### src/rtl/quad_inverse_search.sv
// Sequential inverse of y = A*x^2 + B*x + C. Each accepted target is compared against
// every signed W_X-bit candidate, one per clock. The block returns the candidate with the least absolute error.
module quad_inverse_search #(
    parameter int W_X = 4,
    parameter int W_Y = 8,
    parameter int W_E = 16,
    parameter int A   = 1,
    parameter int B   = 10,
    parameter int C   = -10
) (
    input  logic                  clk,
    input  logic                  rst,
    input  logic                  in_valid,
    output logic                  in_ready,
    input  logic signed [W_Y-1:0] y_in,
    output logic                  out_valid,
    input  logic                  out_ready,
    output logic signed [W_X-1:0] x_out,
    output logic        [W_E-1:0] err_out,
    output logic                  exact
);

    typedef enum logic [1:0] {
        S_IDLE,
        S_SEARCH,
        S_DONE
    } state_t;

    localparam logic signed [W_X-1:0] X_MIN   = {1'b1, {(W_X-1){1'b0}}};
    localparam logic signed [W_X-1:0] X_MAX   = ~X_MIN;
    localparam logic        [W_E-1:0] ERR_SAT = '1;

    state_t                r_state;
    state_t                w_next_state;
    logic signed [W_Y-1:0] r_y;
    logic signed [W_X-1:0] r_idx;
    logic signed [W_X-1:0] r_best_x;
    logic        [31:0]    r_min_err;
    logic                  r_out_valid;
    logic signed [W_X-1:0] r_x_out;
    logic        [W_E-1:0] r_err_out;
    logic                  r_exact;

    logic signed [31:0]    w_x_ext;
    logic signed [31:0]    w_y_ext;
    logic signed [31:0]    w_q;
    logic signed [31:0]    w_diff;
    logic        [31:0]    w_err;
    logic                  w_take;
    logic                  w_last;
    logic signed [W_X-1:0] w_best_x;
    logic        [31:0]    w_best_err;
    logic        [W_E-1:0] w_best_sat;

    // Full 32-bit evaluation of the current candidate; q is never narrowed to W_Y.
    assign w_x_ext = {{(32-W_X){r_idx[W_X-1]}}, r_idx};
    assign w_y_ext = {{(32-W_Y){r_y[W_Y-1]}}, r_y};
    assign w_q     = A * w_x_ext * w_x_ext + B * w_x_ext + C;
    assign w_diff  = w_y_ext - w_q;
    assign w_err   = w_diff[31] ? -w_diff : w_diff;

    // Strict compare keeps the earliest, i.e. most negative, x among equal minima.
    assign w_take     = (w_err < r_min_err);
    assign w_last     = (r_idx == X_MAX);
    assign w_best_x   = w_take ? r_idx : r_best_x;
    assign w_best_err = w_take ? w_err : r_min_err;
    assign w_best_sat = (w_best_err > {{(32-W_E){1'b0}}, ERR_SAT}) ? ERR_SAT : w_best_err[W_E-1:0];

    assign in_ready  = (r_state == S_IDLE) && !rst;
    assign out_valid = r_out_valid;
    assign x_out     = r_x_out;
    assign err_out   = r_err_out;
    assign exact     = r_exact;

    // NOTE: sequential state uses non-blocking (<=) so every register samples pre-edge values.
    always_ff @(posedge clk) begin
        if (rst) r_state <= S_IDLE;
        else     r_state <= w_next_state;
    end

    // NOTE: the default assignment first keeps this block free of inferred latches.
    always_comb begin
        w_next_state = r_state;
        case (r_state)
            S_IDLE:   if (in_valid) w_next_state = S_SEARCH;
            S_SEARCH: if (w_last)   w_next_state = S_DONE;
            S_DONE:   if (out_ready) w_next_state = S_IDLE;
            default:  w_next_state = S_IDLE;
        endcase
    end

    always_ff @(posedge clk) begin
        if (rst) begin
            r_y         <= '0;
            r_idx       <= '0;
            r_best_x    <= '0;
            r_min_err   <= '0;
            r_out_valid <= 1'b0;
            r_x_out     <= '0;
            r_err_out   <= '0;
            r_exact     <= 1'b0;
        end else begin
            case (r_state)
                S_IDLE: begin
                    if (in_valid) begin
                        r_y       <= y_in;
                        r_idx     <= X_MIN;
                        r_best_x  <= X_MIN;
                        r_min_err <= '1;
                    end
                end
                S_SEARCH: begin
                    r_best_x  <= w_best_x;
                    r_min_err <= w_best_err;
                    r_idx     <= r_idx + 1'b1;
                    if (w_last) begin
                        r_out_valid <= 1'b1;
                        r_x_out     <= w_best_x;
                        r_err_out   <= w_best_sat;
                        r_exact     <= (w_best_err == 32'd0);
                    end
                end
                S_DONE: begin
                    if (out_ready) r_out_valid <= 1'b0;
                end
                default: r_out_valid <= 1'b0;
            endcase
        end
    end

endmodule

### config.mk
export PLATFORM = sky130hd
export DESIGN_NAME = quad_inverse_search
export DESIGN_NICKNAME = d
export VERILOG_FILES = /design/src/rtl/quad_inverse_search.sv
export SDC_FILE = /design/constraint.sdc
export NUM_CORES = 1
export LEC_CHECK = 0
export ABC_AREA = 1
export CORE_MARGIN = 3
export CORE_UTILIZATION = 50
export CTS_CLUSTER_SIZE = 30
export DETAILED_ROUTE_END_ITERATION = 8
export DONT_BUFFER_PORTS = 1
export SLEW_MARGIN = 5
export SYNTH_ARGS = -nofsm -noshare
export SYNTH_HDL_FRONTEND = slang
export SYNTH_SLANG_ARGS = --single-unit
### constraint.sdc
create_clock -name clk -period 13.1 [get_ports clk]
set_clock_uncertainty 0.1 [all_clocks]
set_input_delay 0.655 -clock clk [delete_from_list [all_inputs] [get_ports clk]]
set_output_delay 0.655 -clock clk [all_outputs]
set_load 0.05 [all_outputs]
==> run summary <==
vias in the first global route - 4482
ys flop type - dfxtp_1
Seq pwr share - 0.229
critical path data arrival time - 7.03 ns
number of flops mapped to enable cells by yosys - 0
Clock power frac - 0.189
setup TNS - 0 ns
global-route wire length before repair - 20.5 mm
Die ar. - 12100 µm²
maxcap violations - 0
initial core utilization - 0.518
VDD IR-drop max - 81.6 µV
DP Worst Slack - 6.19 ns
Post-Route WL - 12.3 mm
FP Rows - 37
share of layout cells above drive strength 1 - 0.0528
Worst-Skew Late Latency - 0.36 ns
flop and latch count out of synthesis - 72
Worst Path Max Fanout - 26
Hold Path Cell Cnt - 1
Finished Layout Cells - 913
outcome - finished clean
Vias/cell - 5.07
placer congestion estimate - 0.853
clk root buf - clkbuf_8
CP dominant cell by count - nand2_1
final setup vio count - 0
initial antenna violation count - 1
Cell variety after synth - 41
fin nets - 869
Syn. warnings - 0
Critical-path top delay cell - fa_1
DRC - 0
num ports - 35
RSZ-0062 raised after global routing - false
drt wl/cell - 13.5 µm
crit path launch type - register
Placed Instances - 896
clock sinks - 72
largest net degree at the start of global routing - 31
port bufs - 0
Tightest Hold Check Type - primary input to register
DRT iter0 DRCs - 221
area of the multi-input gates - 3270 µm²
Fin. Hold Viols - 0
hold buffer count at cts - 0
Seq/Total Area, Yosys - 0.267
mapped cell area - 5390 µm²
Via Count - 4625
DP Wirelength - 9.64 mm
post-CTS sizing - 0
Area growth syn-to-layout - 7.07%
Die X-Extent - 110 µm
Total Routing Usage GR - 0.218
CTS tree - done
NetSw - 515 µW
Leak - 3.11 nW
Rel. slew slack - 0.409
Die H - 110 µm
final worst setup slack - 6.22 ns
Final Cycle Share - 0.526
Power Density - 186 nW/µm²
switching share of power - 0.479
Setup Crit Path Kind - register to register
Critical Path RT - 13.25 ns
total gr overflow - 0
clock period minus worst slack - 6.88 ns
Worst-path clk slew - 0.09 ns
Internal - 561 µW
Max clock buf depth - 2
Clock H-tree levels - 3
Mapped Cells - 762
Worst Reg2Reg Path Length in Cells - 38
FF/Latch Area - 1440 µm²
Pre-antenna DRT Iters - 4
filler cell count - 1031
crit path capture type - register
count of antenna-violating nets left after detailed routing - 0
actual slew at the worst max-slew pin - 0.883 ns
combinational power share - 0.582
highest clock rate - 145 MHz
syn avg cell area - 7.08 µm²
core area - 10400 µm²
CTS Buf Count - 9
fin. max-slew vios - 0
Post-CTS Setup Repair Bufs - 0
WHS - 0.259 ns
post-synthesis async set-or-reset flop share - 0
CP peak stage delay - 0.53 ns
## final timing paths
kind	slack [ns]	startpoint	end
worst max-delay path	6.22	r_idx[0]	err_out[15]
worst min-delay path	0.26	rst	r_state[0]
worst max register to register	6.22	r_idx[0]	err_out[15]
worst min register to register	0.37	r_best_x[1]	r_best_x[1]
## cell families (layout without fill, tap and decap cells)
| logic type | Yosys count | after routing | share of synthesized area |
|---|---|---|---|
| compound gates | 126 | 126 | 0.132 |
| xor+xnor | 6 | 6 | 0.00974 |
| buf+inv | 194 | 191 | 0.139 |
| flops | 72 | 72 | 0.267 |
| fa+ha+maj | 86 | 86 | 0.233 |
| other cells | 1 | 19 | 0.000695 |
| simple gates | 277 | 277 | 0.219 |
## stage by stage
step | utilization | area [µm²] | total power, mW
finish | 0.554 | 5780 | 1.08
global placement | 0.533 | 5550 | 0.859
detailed placement | 0.533 | 5550 | 0.873
floorplan | - | 5460 | 0.745
CTS | 0.554 | 5770 | 1.08
global route | 0.554 | 5780 | 1.19
## layout by cell type (no fill, tap or decap), types with 2 or more instances in the layout
| master | count |
|---|---|
| a211oi_1 | 2 |
| a21oi_1 | 41 |
| a221oi_1 | 2 |
| a31oi_1 | 2 |
| buf_4 | 3 |
| bufinv_16 | 2 |
| clkbuf_8 | 9 |
| clkinvlp_4 | 2 |
| conb_1 | 18 |
| dfxtp_1 | 72 |
| fa_1 | 24 |
| ha_1 | 62 |
| inv_1 | 167 |
| inv_2 | 4 |
| inv_6 | 3 |
| nand2_1 | 169 |
| nand2_2 | 7 |
| nand3_1 | 28 |
| nand3_2 | 2 |
| nand3b_1 | 2 |
| nand4_1 | 4 |
| nor2_1 | 51 |
| nor2_2 | 2 |
| nor3_1 | 2 |
| nor4_1 | 4 |
| o211ai_1 | 13 |
| o21a_1 | 2 |
| o21ai_0 | 57 |
| o21ai_1 | 2 |
| o221ai_1 | 2 |
| xnor2_1 | 4 |
| xor2_1 | 2 |
## cell type report
| type | instances | area share |
|---|---|---|
| flip-flops and latches | 72 | 0.250 |
| repair buffers | 3 | 0.00390 |
| inverters | 172 | 0.112 |
| well taps | 136 | 0.0295 |
| clock buffers | 9 | 0.0214 |
| clock inverters | 7 | 0.0175 |
| diodes | 1 | 0.000433 |
| multi-input cells | 513 | 0.565 |
## metal layers
layer	global-route usage	up-vias	share of wire
met5	0	-	0
met3	0.0429	24	0.038
li1	-	2374	-
met1	0.266	2140	0.46
met4	0.0864	0	0.029
met2	0.373	87	0.48
## power groups by stage
stage | clock network, mW | registers (mW) | logic, mW
2_1_floorplan | 0 | 0.247 | 0.498
3_3_place_gp | 0 | 0.251 | 0.609
6_report | 0.203 | 0.246 | 0.626
4_1_cts | 0.208 | 0.246 | 0.625
5_1_grt | 0.217 | 0.248 | 0.725
3_5_place_dp | 0 | 0.251 | 0.623
## critical path, delay by kind of cell, from the launching register on
kind	cells	cell delay [ns]
adder cells (fa/ha/maj)	9	3.34
AND/OR/NAND/NOR	16	1.59
buffers and inverters	10	0.97
flip-flops	1	0.46
AO/OA/AOI/OAI	3	0.34
## cell usage after synthesis, types with 2 or more instances
library cell | number | area (µm²)
a211oi_1 | 2 | 15.0
dfxtp_1 | 72 | 1440
o21a_1 | 2 | 15.0
nand4_1 | 4 | 25.0
buf_2 | 4 | 20.0
ha_1 | 62 | 776
nor3_1 | 2 | 10.0
a31oi_1 | 2 | 12.5
buf_6 | 2 | 22.5
a221oi_1 | 2 | 17.5
nand3b_1 | 2 | 15.0
nor4_1 | 4 | 25.0
nand3_2 | 2 | 20.0
nand2_1 | 169 | 634
o221ai_1 | 2 | 17.5
inv_2 | 4 | 15.0
nor2_1 | 51 | 191
o21ai_1 | 2 | 10.0
o211ai_1 | 13 | 97.6
nor2_2 | 2 | 12.5
nand2_2 | 7 | 43.8
a21oi_1 | 41 | 205
nand3_1 | 28 | 140
o21ai_0 | 57 | 285
xnor2_1 | 4 | 35.0
clkbuf_1 | 15 | 56.3
fa_1 | 24 | 480
inv_1 | 167 | 627
xor2_1 | 2 | 17.5
## sequential cells by signal (all words and copies together) (netlist names)
signal     flops
x_out          4
err_out       16
r_idx          4
r_min_err     32
r_y            8
out_valid      1
r_best_x       4
r_state        2
exact          1
Note: power is estimated with default switching activity, not from simulation.
